$ cat config.mk
export PLATFORM = sky130hd
export DESIGN_NAME = seq_divider_16bit
export DESIGN_NICKNAME = d
export VERILOG_FILES = /design/src/rtl/calu_pkg.sv /design/src/rtl/adder_subtractor_16bit.sv /design/src/rtl/seq_divider_16bit.sv
export SDC_FILE = /design/constraint.sdc
export NUM_CORES = 1
export LEC_CHECK = 0
export CORE_MARGIN = 5
export CORE_UTILIZATION = 50
export DETAILED_ROUTE_END_ITERATION = 16
export GPL_TIMING_DRIVEN = 0
export PLACE_DENSITY = 0.78
export SYNTH_ARGS = -nofsm -noshare
export SYNTH_HDL_FRONTEND = slang
export SYNTH_HIERARCHICAL = 1
export SYNTH_SLANG_ARGS = --single-unit
$ cat constraint.sdc
create_clock -name clk -period 3.23 [get_ports clk]
set_clock_uncertainty 0.15 [all_clocks]
set_input_delay 0.4845 -clock clk [delete_from_list [all_inputs] [get_ports clk]]
set_output_delay 0.4845 -clock clk [all_outputs]
set_load 0.05 [all_outputs]
$ cat src/rtl/calu_pkg.sv
// calu_pkg: shared widths, iteration count, divider state encoding and a
// two's-complement negate helper.
package calu_pkg;

    localparam int unsigned DATA_W   = 16;
    localparam int unsigned ITER_CNT = 16;
    localparam int unsigned CNT_W    = $clog2(ITER_CNT);

    typedef enum logic [1:0] {
        IDLE = 2'd0,
        RUN  = 2'd1,
        FIX  = 2'd2,
        DONE = 2'd3
    } div_state_e;

    // Two's-complement negation at the data width.
    function automatic logic [DATA_W-1:0] negate(input logic [DATA_W-1:0] x);
        return ~x + DATA_W'(1);
    endfunction

endpackage

$ cat src/rtl/adder_subtractor_16bit.sv
// adder_subtractor_16bit: combinational add/subtract.
//   A, B : operands
//   Sub  : 1 -> Sum = A - B - Cin, 0 -> Sum = A + B + Cin
//   Cin  : carry in (borrow in when subtracting)
//   Sum  : result
//   Cout : carry out; when subtracting, 1 means no borrow
module adder_subtractor_16bit
    import calu_pkg::*;
(
    input  logic [DATA_W-1:0] A,
    input  logic [DATA_W-1:0] B,
    input  logic              Sub,
    input  logic              Cin,
    output logic [DATA_W-1:0] Sum,
    output logic              Cout
);

    logic [DATA_W-1:0] b_eff;
    logic              cin_eff;

    // Subtraction as A + ~B + ~Cin.
    assign b_eff   = Sub ? ~B : B;
    assign cin_eff = Sub ? ~Cin : Cin;

    assign {Cout, Sum} = (DATA_W+1)'(A) + (DATA_W+1)'(b_eff) + (DATA_W+1)'(cin_eff);

endmodule

$ cat src/rtl/seq_divider_16bit.sv
// seq_divider_16bit: 16-bit sequential restoring divider, one quotient bit
// per cycle. Latency 18 cycles from acceptance to Done (1 cycle for B=0).
// Optional macro SIGNED_DIV_EN adds truncating signed division.
//   clk, rst   : clock, asynchronous active-high reset
//   Start      : request, sampled only when idle
//   A, B       : dividend, divisor (captured on acceptance)
//   Signed     : (SIGNED_DIV_EN only) signed mode, captured on acceptance
//   Busy       : state is not IDLE
//   Done       : one-cycle result-valid pulse
//   Quotient   : registered quotient
//   Remainder  : registered remainder
//   DivByZero  : registered flag, B was zero
//   Overflow   : registered flag, signed 16'h8000 / 16'hFFFF
module seq_divider_16bit
    import calu_pkg::*;
#(
    parameter logic [DATA_W-1:0] DIVZ_QUOT = 16'hFFFF
)
(
    input  logic              clk,
    input  logic              rst,
    input  logic              Start,
    input  logic [DATA_W-1:0] A,
    input  logic [DATA_W-1:0] B,
`ifdef SIGNED_DIV_EN
    input  logic              Signed,
`endif
    output logic              Busy,
    output logic              Done,
    output logic [DATA_W-1:0] Quotient,
    output logic [DATA_W-1:0] Remainder,
    output logic              DivByZero,
    output logic              Overflow
);

    div_state_e        state_q, state_d;
    logic [CNT_W-1:0]  cnt_q, cnt_d;
    logic [DATA_W-1:0] dq_q, dq_d;      // dividend shifting out, quotient shifting in
    logic [DATA_W-1:0] rem_q, rem_d;    // partial remainder
    logic [DATA_W-1:0] div_q, div_d;    // divisor magnitude
    logic              busy_q, busy_d;
    logic              done_q, done_d;
    logic [DATA_W-1:0] quot_q, quot_d;
    logic [DATA_W-1:0] remd_q, remd_d;
    logic              dbz_q, dbz_d;

    logic [DATA_W:0]   shifted;
    logic [DATA_W-1:0] diff;
    logic              no_borrow;
    logic              take;
    logic [DATA_W-1:0] a_mag;
    logic [DATA_W-1:0] b_mag;

`ifdef SIGNED_DIV_EN
    logic qneg_q, qneg_d;   // negate quotient in FIX
    logic rneg_q, rneg_d;   // negate remainder in FIX
    logic ovfp_q, ovfp_d;   // 8000/FFFF overflow case pending
    logic ovf_q,  ovf_d;

    assign a_mag = (Signed && A[DATA_W-1]) ? negate(A) : A;
    assign b_mag = (Signed && B[DATA_W-1]) ? negate(B) : B;
`else
    assign a_mag = A;
    assign b_mag = B;
`endif

    // 17-bit partial remainder shifted left with the next dividend bit.
    assign shifted = {rem_q, dq_q[DATA_W-1]};

    adder_subtractor_16bit u_trial (
        .A    (shifted[DATA_W-1:0]),
        .B    (div_q),
        .Sub  (1'b1),
        .Cin  (1'b0),
        .Sum  (diff),
        .Cout (no_borrow)
    );

    // A set 17th bit means the shifted value exceeds any 16-bit divisor.
    assign take = shifted[DATA_W] | no_borrow;

    // Next-state and datapath.
    always_comb begin
        state_d = state_q;
        cnt_d   = cnt_q;
        dq_d    = dq_q;
        rem_d   = rem_q;
        div_d   = div_q;
        quot_d  = quot_q;
        remd_d  = remd_q;
        dbz_d   = dbz_q;
`ifdef SIGNED_DIV_EN
        qneg_d  = qneg_q;
        rneg_d  = rneg_q;
        ovfp_d  = ovfp_q;
        ovf_d   = ovf_q;
`endif
        case (state_q)
            IDLE: begin
                if (Start) begin
                    dbz_d = 1'b0;
`ifdef SIGNED_DIV_EN
                    ovf_d  = 1'b0;
                    qneg_d = Signed & (A[DATA_W-1] ^ B[DATA_W-1]);
                    rneg_d = Signed & A[DATA_W-1];
                    ovfp_d = Signed & (A == 16'h8000) & (B == 16'hFFFF);
`endif
                    if (B == '0) begin
                        quot_d  = DIVZ_QUOT;
                        remd_d  = A;
                        dbz_d   = 1'b1;
                        state_d = DONE;
                    end else begin
                        cnt_d   = '0;
                        rem_d   = '0;
                        dq_d    = a_mag;
                        div_d   = b_mag;
                        state_d = RUN;
                    end
                end
            end
            RUN: begin
                rem_d = take ? diff : shifted[DATA_W-1:0];
                dq_d  = {dq_q[DATA_W-2:0], take};
                cnt_d = cnt_q + CNT_W'(1);
                if (cnt_q == CNT_W'(ITER_CNT - 1)) begin
                    state_d = FIX;
                end
            end
            FIX: begin
`ifdef SIGNED_DIV_EN
                quot_d = qneg_q ? negate(dq_q) : dq_q;
                remd_d = rneg_q ? negate(rem_q) : rem_q;
                ovf_d  = ovfp_q;
`else
                quot_d = dq_q;
                remd_d = rem_q;
`endif
                state_d = DONE;
            end
            DONE: begin
                state_d = IDLE;
            end
            default: begin
                state_d = IDLE;
            end
        endcase
        busy_d = (state_d != IDLE);
        done_d = (state_d == DONE);
    end

    // State and registered outputs.
    always_ff @(posedge clk or posedge rst) begin
        if (rst) begin
            state_q <= IDLE;
            cnt_q   <= '0;
            dq_q    <= '0;
            rem_q   <= '0;
            div_q   <= '0;
            busy_q  <= 1'b0;
            done_q  <= 1'b0;
            quot_q  <= '0;
            remd_q  <= '0;
            dbz_q   <= 1'b0;
`ifdef SIGNED_DIV_EN
            qneg_q  <= 1'b0;
            rneg_q  <= 1'b0;
            ovfp_q  <= 1'b0;
            ovf_q   <= 1'b0;
`endif
        end else begin
            state_q <= state_d;
            cnt_q   <= cnt_d;
            dq_q    <= dq_d;
            rem_q   <= rem_d;
            div_q   <= div_d;
            busy_q  <= busy_d;
            done_q  <= done_d;
            quot_q  <= quot_d;
            remd_q  <= remd_d;
            dbz_q   <= dbz_d;
`ifdef SIGNED_DIV_EN
            qneg_q  <= qneg_d;
            rneg_q  <= rneg_d;
            ovfp_q  <= ovfp_d;
            ovf_q   <= ovf_d;
`endif
        end
    end

    assign Busy      = busy_q;
    assign Done      = done_q;
    assign Quotient  = quot_q;
    assign Remainder = remd_q;
    assign DivByZero = dbz_q;
`ifdef SIGNED_DIV_EN
    assign Overflow  = ovf_q;
`else
    assign Overflow  = 1'b0;
`endif

endmodule

# Word-level counts from Yosys, hierarchy flattened
# Cells that the tools add are included.
[word_totals]
output_inout_bits = 36
wordCells = 54
input_bits = 35
ff_bits = 89
[op_classes]
add_sub_neg = 3
bitwise = 3
mux = 21
n_eq_ne = 8
n_reduce_logical = 9
[op_table]
columns = ["operator", "count"]
rows = [
  ["2-to-1 mux 16 bit", 9],
  ["case mux 16 bit (2 select lines)", 4],
  ["adder 16 x 16 -> 17 bit", 1],
  ["adder 17 x 1 -> 17 bit, second input constant", 1],
  ["zero test 16 bit", 1],
  ["NOT 16 bit", 1],
  ["AND reduction 3 bit", 3],
  ["2-to-1 mux 4 bit", 2],
  ["case mux 2 bit (4 select lines)", 1],
  ["case mux 4 bit (2 select lines)", 1],
  ["equality test 2 bit, second input constant", 3],
  ["2-to-1 mux 2 bit", 3],
  ["inequality test 2 bit, second input constant", 3],
  ["nonzero test 2 bit", 3],
  ["adder 4 x 1 -> 4 bit, second input constant", 1],
  ["equality test 4 bit, second input constant", 1],
  ["equality test 2 x 1 -> 1 bit, second input constant", 1],
  ["zero test 2 bit", 1],
  ["AND reduction 2 bit", 1],
  ["2-to-1 mux 1 bit", 1],
  ["NOT 1 bit", 1],
  ["OR 1 bit", 1],
]

# Logic depth before layout (Yosys ltp)
# Gate-level depths: netlist of the first run.
[logic_depth]
word_depth = 6
depth_mapped = 16
mapped_depth_nobuf = 14

# Hierarchy
# The synthesis of the first run kept the hierarchy.
[modules_own_cells]
columns = ["module", "cells_each", "area_per_inst_um2", "seq_area_each_um2", "n_inst"]
rows = [
  ["seq_divider_16bit", 349, 3976.3, 2227.1, 1],
  ["adder_subtractor_16bit", 122, 929.6, 0.0, 1],
]

# Least setup slack after synthesis of the first run
# OpenSTA, ideal clock, no wires.
[synth_timing]
kind = "reg2reg"
start = "reg dq_q[15]"
end = "reg rem_q[0]"
synth_period_minus_slack_ns = 3.331
stages_incl_launch_ff = 14
setup_slack_ns = -0.101
required_time_ns = 2.950
n_path_buf = 1
t_arrival_ns = 3.051
setup_time_ns = 0.130
cell_sequence = "dfrtp_1 fa_1 inv_1 fa_1 and2b_1 o2111ai_2 a21oi_2 nor4_2 o31ai_1 a21o_1 nor2_2 buf_2 mux2i_1 o2bb2ai_1"
[synth_via]
elab_chain_cells = 5
[synth_rtl]
columns = ["element", "line_no", "rtl"]
rows = [
  ["from (decl)", "seq_divider_16bit.sv:38", "logic [DATA_W-1:0] dq_q, dq_d;"],
  ["from (signal assigned)", "seq_divider_16bit.sv:174", "dq_q <= dq_d;"],
  ["adder 16 x 16 -> 17 bit", "adder_subtractor_16bit.sv:25", "assign {Cout, Sum} = (DATA_W+1)'(A) + (DATA_W+1)'(b_eff) + (DATA_W+1)'(cin_eff);"],
  ["adder 17 x 1 -> 17 bit", "adder_subtractor_16bit.sv:25", ""],
  ["named net no_borrow", "seq_divider_16bit.sv:49", "logic no_borrow;"],
  ["OR 1 bit", "seq_divider_16bit.sv:80", "assign take = shifted[DATA_W] | no_borrow;"],
  ["2-to-1 mux 16 bit", "seq_divider_16bit.sv:123", "rem_d = take ? diff : shifted[DATA_W-1:0];"],
  ["case mux 16 bit (2 select lines)", "seq_divider_16bit.sv:98", "case (state_q)"],
  ["to (signal assigned)", "seq_divider_16bit.sv:175", "rem_q <= rem_d;"],
  ["to (decl)", "seq_divider_16bit.sv:39", "logic [DATA_W-1:0] rem_q, rem_d;"],
]
# The timed path passes the listed nets, and every way through them passes these cells.
# A chain may end at the register's enable or synchronous reset.

# Worst setup path in the final report of the first run
[layout_timing]
start = "reg dq_q[15]"
end = "reg rem_q[2]"
# The elaborated chain is that of the path after synthesis.

==> key figures, run 1 <==
Clock network
  – Clock slew at reported path FFs: 90 ps
  – Clock Tree Root: clkbuf_8
  – # clock sinks: 89
  – CTS Hold Bufs: 0
  – H-tree levels: 3
  – Clock Latency Late Sink: 360 ps
  – Num CTS Buffers: 9
  – Clock tree buffer depth: 2
  – TritonCTS clock tree: done

Detailed routing
  – Initial DRC Count: 233
  – Pre-antenna DRT Iters: 6
  – DR vias: 3985
  – Final WL: 11.9 mm
  – Vias per Instance: 5.68
  – Routed len/inst: 17.0 um
  – Final ANT Viol Nets: 0
  – DRC violations left: 0

Setup path
  – Slowest stage delay, CP: 480 ps
  – CP startpoint kind: flop
  – Most numerous cell on the critical path: fa_2
  – Kind of critical path: flop to flop
  – Crit path DAT: 3430 ps
  – Number of buffers and inverters on the critical path: 2
  – WP data required: 3310 ps
  – Crit path cell chain: fa_2 -> inv_2 -> fa_2 -> and2b_1 -> o2111ai_2 -> a21oi_2 -> nor4_2 -> o31ai_1 -> a21o_1 -> nor2_4 -> buf_12 -> mux2i_1 -> o2bb2ai_1
  – Crit. End Element: flop
  – CP max FO: 10
  – CP max stage cell: dfrtp_2
  – Cell family with most CP delay: compound AO/OA/AOI/OAI gates

Logic synthesis
  – Ys Warns: 6
  – Synthesized area: 4910 sq um
  – Mean Syn Cell Area: 10.4 sq um
  – Synth cell types: 53
  – Synth Instances: 471
  – Main synth FF type: dfrtp_1
  – Sequential share of the synthesized area: 45.4%
  – Synthesis-stage register bit count: 89
  – EDFF count, synth: 0
  – Fraction of registers with async set/reset: 100%

Floorplan
  – Row Count: 36
  – Die area: 11900 sq um
  – Initial core utilization: 50.7%
  – IO Pins: 71
  – Core footprint: 9680 sq um
  – DIE WIDTH: 109 um
  – Die H: 109 um

Global routing
  – First-pass GRT wire length: 19.9 mm
  – Overflow after GRT: 0
  – Largest net degree at the start of global routing: 58
  – Vias in the first global route: 4165
  – Initial antenna violation count: 0
  – GRT Total Usage: 21.2%

Power
  – Switching share of power: 45.8%
  – Combinational power share: 62.0%
  – Flop pwr share: 27.1%
  – Leakage dissipation: 2.52 nW
  – Worst vdd ir: 0.000642 V
  – Internal Power: 4.36 mW
  – PwrDens: 1300 nW/um^2
  – Total net switching power: 3.68 mW
  – Clk pwr share: 10.9%

Layout
  – Final Core Density: 63.7%
  – Fillers: 766
  – Diode count: 0
  – Post-Layout Cell Count: 701
  – Number of nets in the layout: 616
  – Layout cells sized above 1: 15.0%
  – Synthesis-to-layout area growth: 25.8%

STA
  – Final number of hold-violating endpoints: 0
  – FMAX: 0.299 GHz
  – RSZ-0062 raised after global routing: yes
  – Setup Viol. Count Final: 16
  – Max-slew headroom: 65.1%
  – Hold_ws: 326 ps
  – Post-route minimum period: 3340 ps
  – Max-slew violations: 0
  – Tightest Pin Transition: 521 ps
  – Final WS setup: -112 ps
  – Ratio of final minimum period to clock period: 103%

Flow run
  – Max-Cap Viols: 0

Placed design
  – Placed Cells: 675
  – Gp weighted congestion: 0.925
  – Port Buffers: 69
  – Hpwl dp: 9.05 mm

Outcome
  – Failing checks: setup timing
  – Status: finished with violations

Hold path
  – HP Class: input pin to asynchronous set/reset pin
## state kept, by name (all words and copies together), names as in the netlist
name and count:
Remainder 16, Busy 1, dq_q 16, Done 1, div_q 16, DivByZero 1
Quotient 16, state_q 2, cnt_q 4, rem_q 16
## repair_timing
action / CTS / global route
setup buffers: 5 / 5
gates resized for setup: 9 / 8
setup endpoints to repair: 17 / 17
pin swaps: 10 / 14
## area by class of cell
cell class,count,area [sq um],share of cell area (%)
buffer,36,198,3.20
clock buffer,10,138,2.23
clock inverter,6,95.1,1.54
inverter,8,32.5,0.527
multi-input combinational,339,2510,40.7
sequential,89,2230,36.1
tap,133,166,2.70
timing repair buffer,80,801,13.0
## metal layers
layer	wire length, um	global-route usage, %	part of all wire (%)
met1	5050	26.0	42
met2	5880	36.1	49
met3	675	5.15	5.6
met4	340	7.84	2.8
met5	0	0	0
## cells by family after synthesis
group	share of synthesized area, %
XOR/XNOR	5.53
flip-flops	45.4
buffers and inverters	4.34
multiplexers	6.96
other	0.153
AND/OR/NAND/NOR	10.9
AO/OA/AOI/OAI	21.8
adder cells (fa/ha/maj)	4.90
## cells in the final DEF, fill, tap and decap left out, types with 3 or more instances in the layout
cell type        count
buf_6                5
inv_6                3
nand2_1             11
a21oi_2              4
dfrtp_1             88
nor2b_1              3
o21ai_0             41
buf_2                6
ha_1                16
nand4_1              4
nand2b_1             4
nand3_1             20
conb_1               3
mux2i_2              3
clkbuf_8            10
clkdlybuf4s50_1     69
nor4_4               4
a31oi_1             33
o2bb2ai_1           15
xor2_1              20
nor2_1              38
buf_4               12
clkbuf_1            19
mux2_2              15
mux2i_1             12
o22a_1              16
xnor2_1             10
a21oi_1             30
a21o_1               5
inv_1                6
## power groups by stage
stage	clock [mW]	combinational (mW)	sequential, mW
after CTS	0.893	4.78	2.17
after global routing	0.943	5.46	2.25
final	0.877	4.99	2.18
after floorplan	0	2.83	2.79
after global placement	0	4.46	2.16
after detailed placement	0	4.61	2.19
## Yosys cell counts, drive strengths merged, types with 2 or more instances
cell type | n | area share [%]
a21o | 5 | 0.77
a21oi | 35 | 4.0
a22oi | 2 | 0.31
a31oi | 33 | 4.2
a41o | 2 | 0.41
buf | 16 | 2.2
clkbuf | 20 | 1.6
conb | 2 | 0.15
dfrtp | 89 | 45
fa | 2 | 0.82
ha | 16 | 4.1
inv | 8 | 0.61
mux2 | 17 | 3.9
mux2i | 15 | 3.1
nand2 | 12 | 1.1
nand2b | 4 | 0.51
nand3 | 20 | 2.0
nand4 | 5 | 0.94
nor2 | 40 | 3.3
nor2b | 3 | 0.38
nor4 | 5 | 2.0
o211ai | 2 | 0.31
o21ai | 43 | 4.6
o21bai | 2 | 0.31
o22a | 16 | 2.9
o2bb2ai | 15 | 2.7
xnor2 | 10 | 1.8
xor2 | 21 | 3.7
## path summary, 6_finish.rpt
kind,start,endpoint,slack (ps),cells after the start
max in group asynchronous,rst,div_q[8],1970,3
worst min-delay path,rst,Quotient[0],330,2
worst max register to register,dq_q[15],rem_q[2],-110,13
min in group clk,Quotient[6],Quotient[6],340,1
worst max-delay path,dq_q[15],rem_q[2],-110,13
worst min register to register,Quotient[6],Quotient[6],340,1
## metrics by stage
stage | setup WS, ps | TNS [ps] | cell area (sq um) | power, mW
global route | -242 | -3200 | 6170 | 8.65
CTS | -12.3 | -12.3 | 6100 | 7.85
detailed placement | -499 | -5380 | 5800 | 6.80
floorplan | 6.11 | 0 | 4910 | 5.62
finish | -112 | -854 | 6170 | 8.04
global placement | -985 | -90430 | 5770 | 6.62
Power figures use the tool's default switching activity.
==> run 2, diff against run 1 <==
--- a/config.mk
+++ b/config.mk
@@ -6,10 +6,11 @@
 export NUM_CORES = 1
 export LEC_CHECK = 0
 export CORE_MARGIN = 5
-export CORE_UTILIZATION = 50
+export CORE_UTILIZATION = 51
+export CTS_BUF_LIST = sky130_fd_sc_hd__clkbuf_2 sky130_fd_sc_hd__clkbuf_4 sky130_fd_sc_hd__clkbuf_8
 export DETAILED_ROUTE_END_ITERATION = 16
 export GPL_TIMING_DRIVEN = 0
-export PLACE_DENSITY = 0.78
+export PLACE_DENSITY = 0.8
 export SYNTH_ARGS = -nofsm -noshare
 export SYNTH_HDL_FRONTEND = slang
 export SYNTH_HIERARCHICAL = 1
==> run 2 against run 1 <==
The flow still finishes with violations (setup timing). Non-clock buffer count grew 5. Via count increased by 0.68%. Wire length grew 0.28%. Hold slack worse by 1.2 ps. Sequential share of layout area grew 0.11 points. Count of clock-buffer cells in the layout is the same. Design area down 0.30%. Combinational power hardly changed. Cell count rose by 0.14%. Die area down 1.8%. Clock power shrank 17%. Largest power group unchanged.
==> key figures, run 2 (synthesis gave the netlist of run 1 again) <==
Outcome
  – Status: finished with violations
  – Failing checks: setup timing

Layout
  – Fin area: 6150 sq um (-0.30%)
  – Diode count: 0 (unchanged)
  – Number of nets in the layout: 621 (+0.81%)
  – Commonest non-fill, non-tap cell in the layout: dfrtp_1
  – Synthesis-to-layout area growth: 25.4%
  – Layout cells sized above 1: 15.2% (+0.22 points)
  – Commonest non-fill, non-tap cells in the layout: dfrtp_1, clkdlybuf4s50_1, o21ai_0, nor2_1, a31oi_1

Floorplan
  – Core footprint: 9330 sq um (-3.7%)
  – Die H: 108 um (-0.89%)
  – Initial core utilization: 52.6% (+1.9 points)
  – IO Pins: 71 (unchanged)
  – DIE WIDTH: 108 um (-0.89%)
  – Die area: 11700 sq um (-1.8%)
  – Row Count: 35 (-2.8%)

Global routing
  – Overflow after GRT: 0 (unchanged)
  – Vias in the first global route: 4039 (-3.0%)
  – Initial antenna violation count: 0 (unchanged)
  – First-pass GRT wire length: 19.7 mm (-1.0%)
  – GRT Total Usage: 21.4% (+0.26 points)
  – Largest net degree at the start of global routing: 57 (-1.7%)

Detailed routing
  – DR vias: 4012 (+0.68%)
  – Final WL: 12.0 mm (+0.28%)
  – Routed len/inst: 17.1 um (+0.14%)
  – Pre-antenna DRT Iters: 4 (-2)
  – Vias per Instance: 5.72 (+0.53%)
  – Final ANT Viol Nets: 0 (unchanged)
  – Initial DRC Count: 150 (-36%)
  – DRC violations left: 0 (unchanged)

STA
  – Fin Setup TNS: -43.9 ps (+810 ps)
  – RSZ-0062 raised after global routing: yes
  – Setup Viol. Count Final: 5 (-11)
  – Tightest Pin Transition: 574 ps (+52.6 ps)
  – Max-slew violations: 0 (unchanged)
  – Final WS setup: -15.4 ps (+97.0 ps)
  – Post-route minimum period: 3250 ps (-97.0 ps)
  – Ratio of final minimum period to clock period: 100% (-3.0 points)
  – FMAX: 0.308 GHz (+3.0%)
  – Final number of hold-violating endpoints: 0 (unchanged)
  – Max-slew headroom: 61.7% (-3.4 points)

Power
  – Total net switching power: 3.68 mW (about the same)
  – Flop pwr share: 27.4% (+0.3 points)
  – Worst vdd ir: 0.000657 V (+2.3%)
  – Clk pwr share: 9.2% (-1.7 points)
  – Internal Power: 4.22 mW (-3.2%)
  – PwrDens: 1280 nW/um^2 (-1.4%)
  – Switching share of power: 46.6% (+0.81 points)
  – Combinational power share: 63.4% (+1.4 points)
  – Leakage dissipation: 2.52 nW (about the same)

Clock network
  – Clock Tree Root: clkbuf_8
  – Clock tree buffer depth: 2 (unchanged)
  – TritonCTS clock tree: done
  – Num CTS Buffers: 9 (unchanged)
  – Clock Latency Late Sink: 370 ps (about the same)
  – Clock slew at reported path FFs: 100 ps (about the same)
  – CTS Hold Bufs: 0 (unchanged)
  – H-tree levels: 3 (unchanged)
  – # clock sinks: 89 (unchanged)

Setup path
  – CP startpoint kind: flop
  – Crit path DAT: 3340 ps (-90 ps)
  – WP data required: 3320 ps (about the same)
  – Crit. End Element: flop
  – Kind of critical path: flop to flop
  – CP max FO: 6 (-4)

Placed design
  – Gp weighted congestion: 0.949 (+2.6%)
  – Port Buffers: 69 (unchanged)
  – Hpwl dp: 8.93 mm (-1.2%)
  – Placed cell area: 5800 sq um (about the same)

Flow run
  – Max-Cap Viols: 0 (unchanged)

Hold path
  – HP Class: input pin to asynchronous set/reset pin
[run 2: cell count changes in the layout (fill, tap and decap cells not counted), sizes merged]
cell	previous run	this run
bufinv	2	0
inv	11	10
clkinvlp	0	2
clkbuf	30	31
clkinv	1	2
buf	27	31
[run 2: area by class of cell]
type | count | area (sq um)
tap | 129 | 161
clock buffer | 10 | 131
sequential | 89 | 2230
multi-input combinational | 339 | 2500
timing repair buffer | 85 | 852
inverter | 8 | 32.5
buffer | 36 | 193
fill | 756 | 3180
clock inverter | 6 | 52.6
[run 2: layer usage]
metal,routed length (um),vias up,track usage [%]
li1,-,1921,-
met1,4860,1940,26.3
met2,6060,121,36.6
met3,748,30,5.85
met4,313,0,7.21
met5,0,-,0
[run 2: repair_timing]
action	4_1_cts	5_1_grt
setup endpoints to repair	17	15
cloned	0	1
resized for setup	9	3
setup buffers	6	8
pin swaps	8	14
[run 2: power by group through the flow]
stage	clock (mW)	sequential (mW)	combinational (mW)
after global routing	0.777	2.25	5.48
after detailed placement	0	2.18	4.60
after global placement	0	2.16	4.46
final	0.724	2.17	5.01
after CTS	0.739	2.16	4.78
after floorplan	0	2.79	2.83
[run 2: worst max-delay path, stage by stage, from the launching register on]
cell and delay [ps]:
dfrtp_2 470, fa_2 420, inv_2 70, fa_2 190, and2b_1 200, o2111ai_2 250
a21oi_2 110, nor4_2 200, o31ai_1 130, a21o_1 230, nor2_4 250, clkbuf_16 200
mux2i_1 180, o2bb2ai_1 80
[run 2: per-stage QoR]
step	hold WS, ps	util, %	worst slack, ps	instances	power [mW]
global placement	320	61.8	-979	670	6.62
floorplan	307	-	6.11	472	5.62
global route	341	66.0	-144	702	8.51
detailed placement	330	62.1	-449	671	6.78
finish	325	66.0	-15.4	702	7.90
CTS	332	64.9	-5.44	693	7.68
[run 2: worst paths after layout]
| path | startpoint | to | slack [ps] | cells after the start |
|---|---|---|---|---|
| worst min register to register | Quotient[0] | Quotient[0] | 350 | 1 |
| worst max-delay path | dq_q[15] | rem_q[1] | -20 | 13 |
| max in group asynchronous | rst | div_q[14] | 1990 | 3 |
| worst min-delay path | rst | Quotient[5] | 330 | 2 |
| min in group clk | Quotient[0] | Quotient[0] | 350 | 1 |
| worst max register to register | dq_q[15] | rem_q[1] | -20 | 13 |
==> run 3, diff against run 2 <==
--- a/config.mk
+++ b/config.mk
@@ -6,11 +6,12 @@
 export NUM_CORES = 1
 export LEC_CHECK = 0
 export CORE_MARGIN = 5
-export CORE_UTILIZATION = 51
+export CORE_UTILIZATION = 43
 export CTS_BUF_LIST = sky130_fd_sc_hd__clkbuf_2 sky130_fd_sc_hd__clkbuf_4 sky130_fd_sc_hd__clkbuf_8
 export DETAILED_ROUTE_END_ITERATION = 16
+export GPL_ROUTABILITY_DRIVEN = 1
 export GPL_TIMING_DRIVEN = 0
-export PLACE_DENSITY = 0.8
+export PLACE_DENSITY = 0.69
 export SYNTH_ARGS = -nofsm -noshare
 export SYNTH_HDL_FRONTEND = slang
 export SYNTH_HIERARCHICAL = 1
==> run 3 against run 2 <==
The run now ends clean. Cell count up 1.0%. Total power fell by 0.89%. Clock power rose by 11%. Count of clock-buffer cells in the layout is the same. Via count is 1.9% lower. Critical path type unchanged. Highest routed layer unchanged.
==> key figures, run 3 (synthesis gave the netlist of run 1 again) <==
Clock network
  – # clock sinks: 89 (unchanged)
  – Num CTS Buffers: 9 (unchanged)
  – CTS Hold Bufs: 0 (unchanged)
  – Clock tree buffer depth: 2 (unchanged)
  – H-tree levels: 3 (unchanged)
  – Clock slew at reported path FFs: 90 ps (about the same)
  – Clock Tree Root: clkbuf_8
  – Clock Latency Late Sink: 370 ps (about the same)
  – TritonCTS clock tree: done

Detailed routing
  – Final WL: 12.1 mm (+1.0%)
  – Routed len/inst: 17.1 um (about the same)
  – Initial DRC Count: 195 (+30%)
  – Vias per Instance: 5.55 (-2.9%)
  – DRC violations left: 0 (unchanged)
  – Pre-antenna DRT Iters: 4 (unchanged)
  – DR vias: 3934 (-1.9%)
  – Final ANT Viol Nets: 0 (unchanged)

STA
  – Tightest Pin Transition: 536 ps (-37.8 ps)
  – FMAX: 0.320 GHz (+3.9%)
  – Max-slew violations: 0 (unchanged)
  – Final WS setup: 105 ps (+120 ps)
  – Ratio of final minimum period to clock period: 96.8% (-3.7 points)
  – Final number of hold-violating endpoints: 0 (unchanged)
  – Setup Viol. Count Final: 0 (-5)
  – Max-slew headroom: 64.3% (+2.5 points)
  – Post-route minimum period: 3130 ps (-120 ps)
  – RSZ-0062 raised after global routing: yes

Setup path
  – CP endpoint: rem_q[15]
  – Reg-to-Reg End: rem_q[15]
  – WP data required: 3350 ps (+30 ps)
  – Cell family with most CP delay: compound AO/OA/AOI/OAI gates
  – Cells on worst reg2reg path: 15 (+2)
  – CP max FO: 4 (-2)
  – Critical path launch point: div_q[0]
  – Crit path DAT: 3250 ps (-90 ps)
  – Crit. End Element: flop
  – Crit path cell chain: xor2_2 -> fa_2 -> inv_2 -> fa_2 -> and2b_1 -> o2111ai_2 -> a21oi_2 -> nor4_2 -> o31ai_1 -> a21o_1 -> nor2_4 -> buf_6 -> a22oi_2 -> a21oi_2 -> a21o_1
  – Worst r2r src: div_q[0]
  – Reg2Reg Setup Slack: 100 ps (+120 ps)
  – WP depth: 15 (+2)
  – Slowest stage delay, CP: 410 ps (-60 ps)
  – CP startpoint kind: flop
  – CP max stage cell: dfrtp_1
  – Number of buffers and inverters on the critical path: 2 (unchanged)
  – Kind of critical path: flop to flop

Placed design
  – Place WS: -456 ps (-6.87 ps)
  – Gp weighted congestion: 0.865 (-8.9%)
  – Hpwl dp: 9.26 mm (+3.7%)
  – Placed Cells: 685 (+2.1%)
  – Port Buffers: 69 (unchanged)

Global routing
  – Largest net degree at the start of global routing: 54 (-5.3%)
  – Overflow after GRT: 0 (unchanged)
  – Vias in the first global route: 4046 (+0.17%)
  – GRT Total Usage: 18.7% (-2.8 points)
  – First-pass GRT wire length: 19.9 mm (+1.3%)
  – Initial antenna violation count: 0 (unchanged)

Layout
  – Fillers: 1021 (+35%)
  – Layout cells sized above 1: 14.1% (-1.0 points)
  – Post-Layout Cell Count: 709 (+1.0%)
  – Final Core Density: 54.1% (-12 points)
  – Diode count: 0 (unchanged)
  – Synthesis-to-layout area growth: 24.9%
  – Commonest non-fill, non-tap cell in the layout: dfrtp_1
  – Commonest non-fill, non-tap cells in the layout: dfrtp_1, clkdlybuf4s50_1, o21ai_0, nor2_1, a31oi_1
  – Number of nets in the layout: 614 (-1.1%)

Flow run
  – Max-Cap Viols: 0 (unchanged)

Power
  – Leakage dissipation: 2.50 nW (-0.97%)
  – Overall Power: 7.83 mW (-0.89%)
  – PwrDens: 1280 nW/um^2 (-0.53%)
  – Worst vdd ir: 0.000746 V (+14%)

Outcome
  – Status: finished, final reports clean

Hold path
  – HP Class: input pin to asynchronous set/reset pin

Floorplan
  – Die area: 13600 sq um (+17%)
  – Initial core utilization: 43.3% (-9.3 points)
  – IO Pins: 71 (unchanged)
  – Row Count: 39 (+11%)
  – DIE WIDTH: 117 um (+8.1%)
  – Die H: 117 um (+8.1%)
  – Core footprint: 11300 sq um (+21%)
run 3: final cells by class:
cell class	count	area, sq um	share of cell area [%]
multi-input cells	339	2500	40.8
flip-flops and latches	89	2230	36.4
repair buffers	78	786	12.8
plain buffers	36	193	3.14
well taps	143	179	2.92
clock buffers	10	138	2.25
clock inverters	6	72.6	1.18
inverters	8	32.5	0.531
run 3: how the worst min path moves through the flow:
stage                 startpoint           end  slack [ps]  cells past startpoint
floorplan               cnt_q[3]      cnt_q[3]         310                      1
global placement    Quotient[12]  Quotient[12]         320                      1
detailed placement  Quotient[11]  Quotient[11]         330                      1
CTS                          rst   Quotient[3]         340                      2
global route        Quotient[13]  Quotient[13]         360                      1
finish                       rst   Quotient[2]         330                      2
run 3: metal layers:
| layer | part of all wire (%) | track usage, % | up-vias |
|---|---|---|---|
| met2 | 50 | 31.4 | 96 |
| met3 | 6.3 | 5.19 | 13 |
| met1 | 42 | 23.6 | 1911 |
| met4 | 1.9 | 5.50 | 0 |
| li1 | - | - | 1914 |
| met5 | 0 | 0 | - |
run 3: per-stage QoR:
stage	setup TNS, ps	area, sq um	hold slack, ps
after floorplan	0	4910	307
after global placement	-97300	5780	322
after detailed placement	-4850	5810	327
after CTS	0	6070	341
after global routing	-1050	6130	357
final	0	6130	328
run 3: what timing repair did:
item / in CTS / in global routing
setup buffers: 4 / 4
setup endpoints to repair: 17 / 16
gates resized for setup: 6 / 7
pin swaps: 7 / 11
run 3: power breakdown:
group	total (mW)	switching (mW)	internal [mW]
Combinational	4.86	2.76	2.10
Sequential	2.17	0.463	1.71
Clock	0.804	0.418	0.387
Total	7.83	3.64	4.19
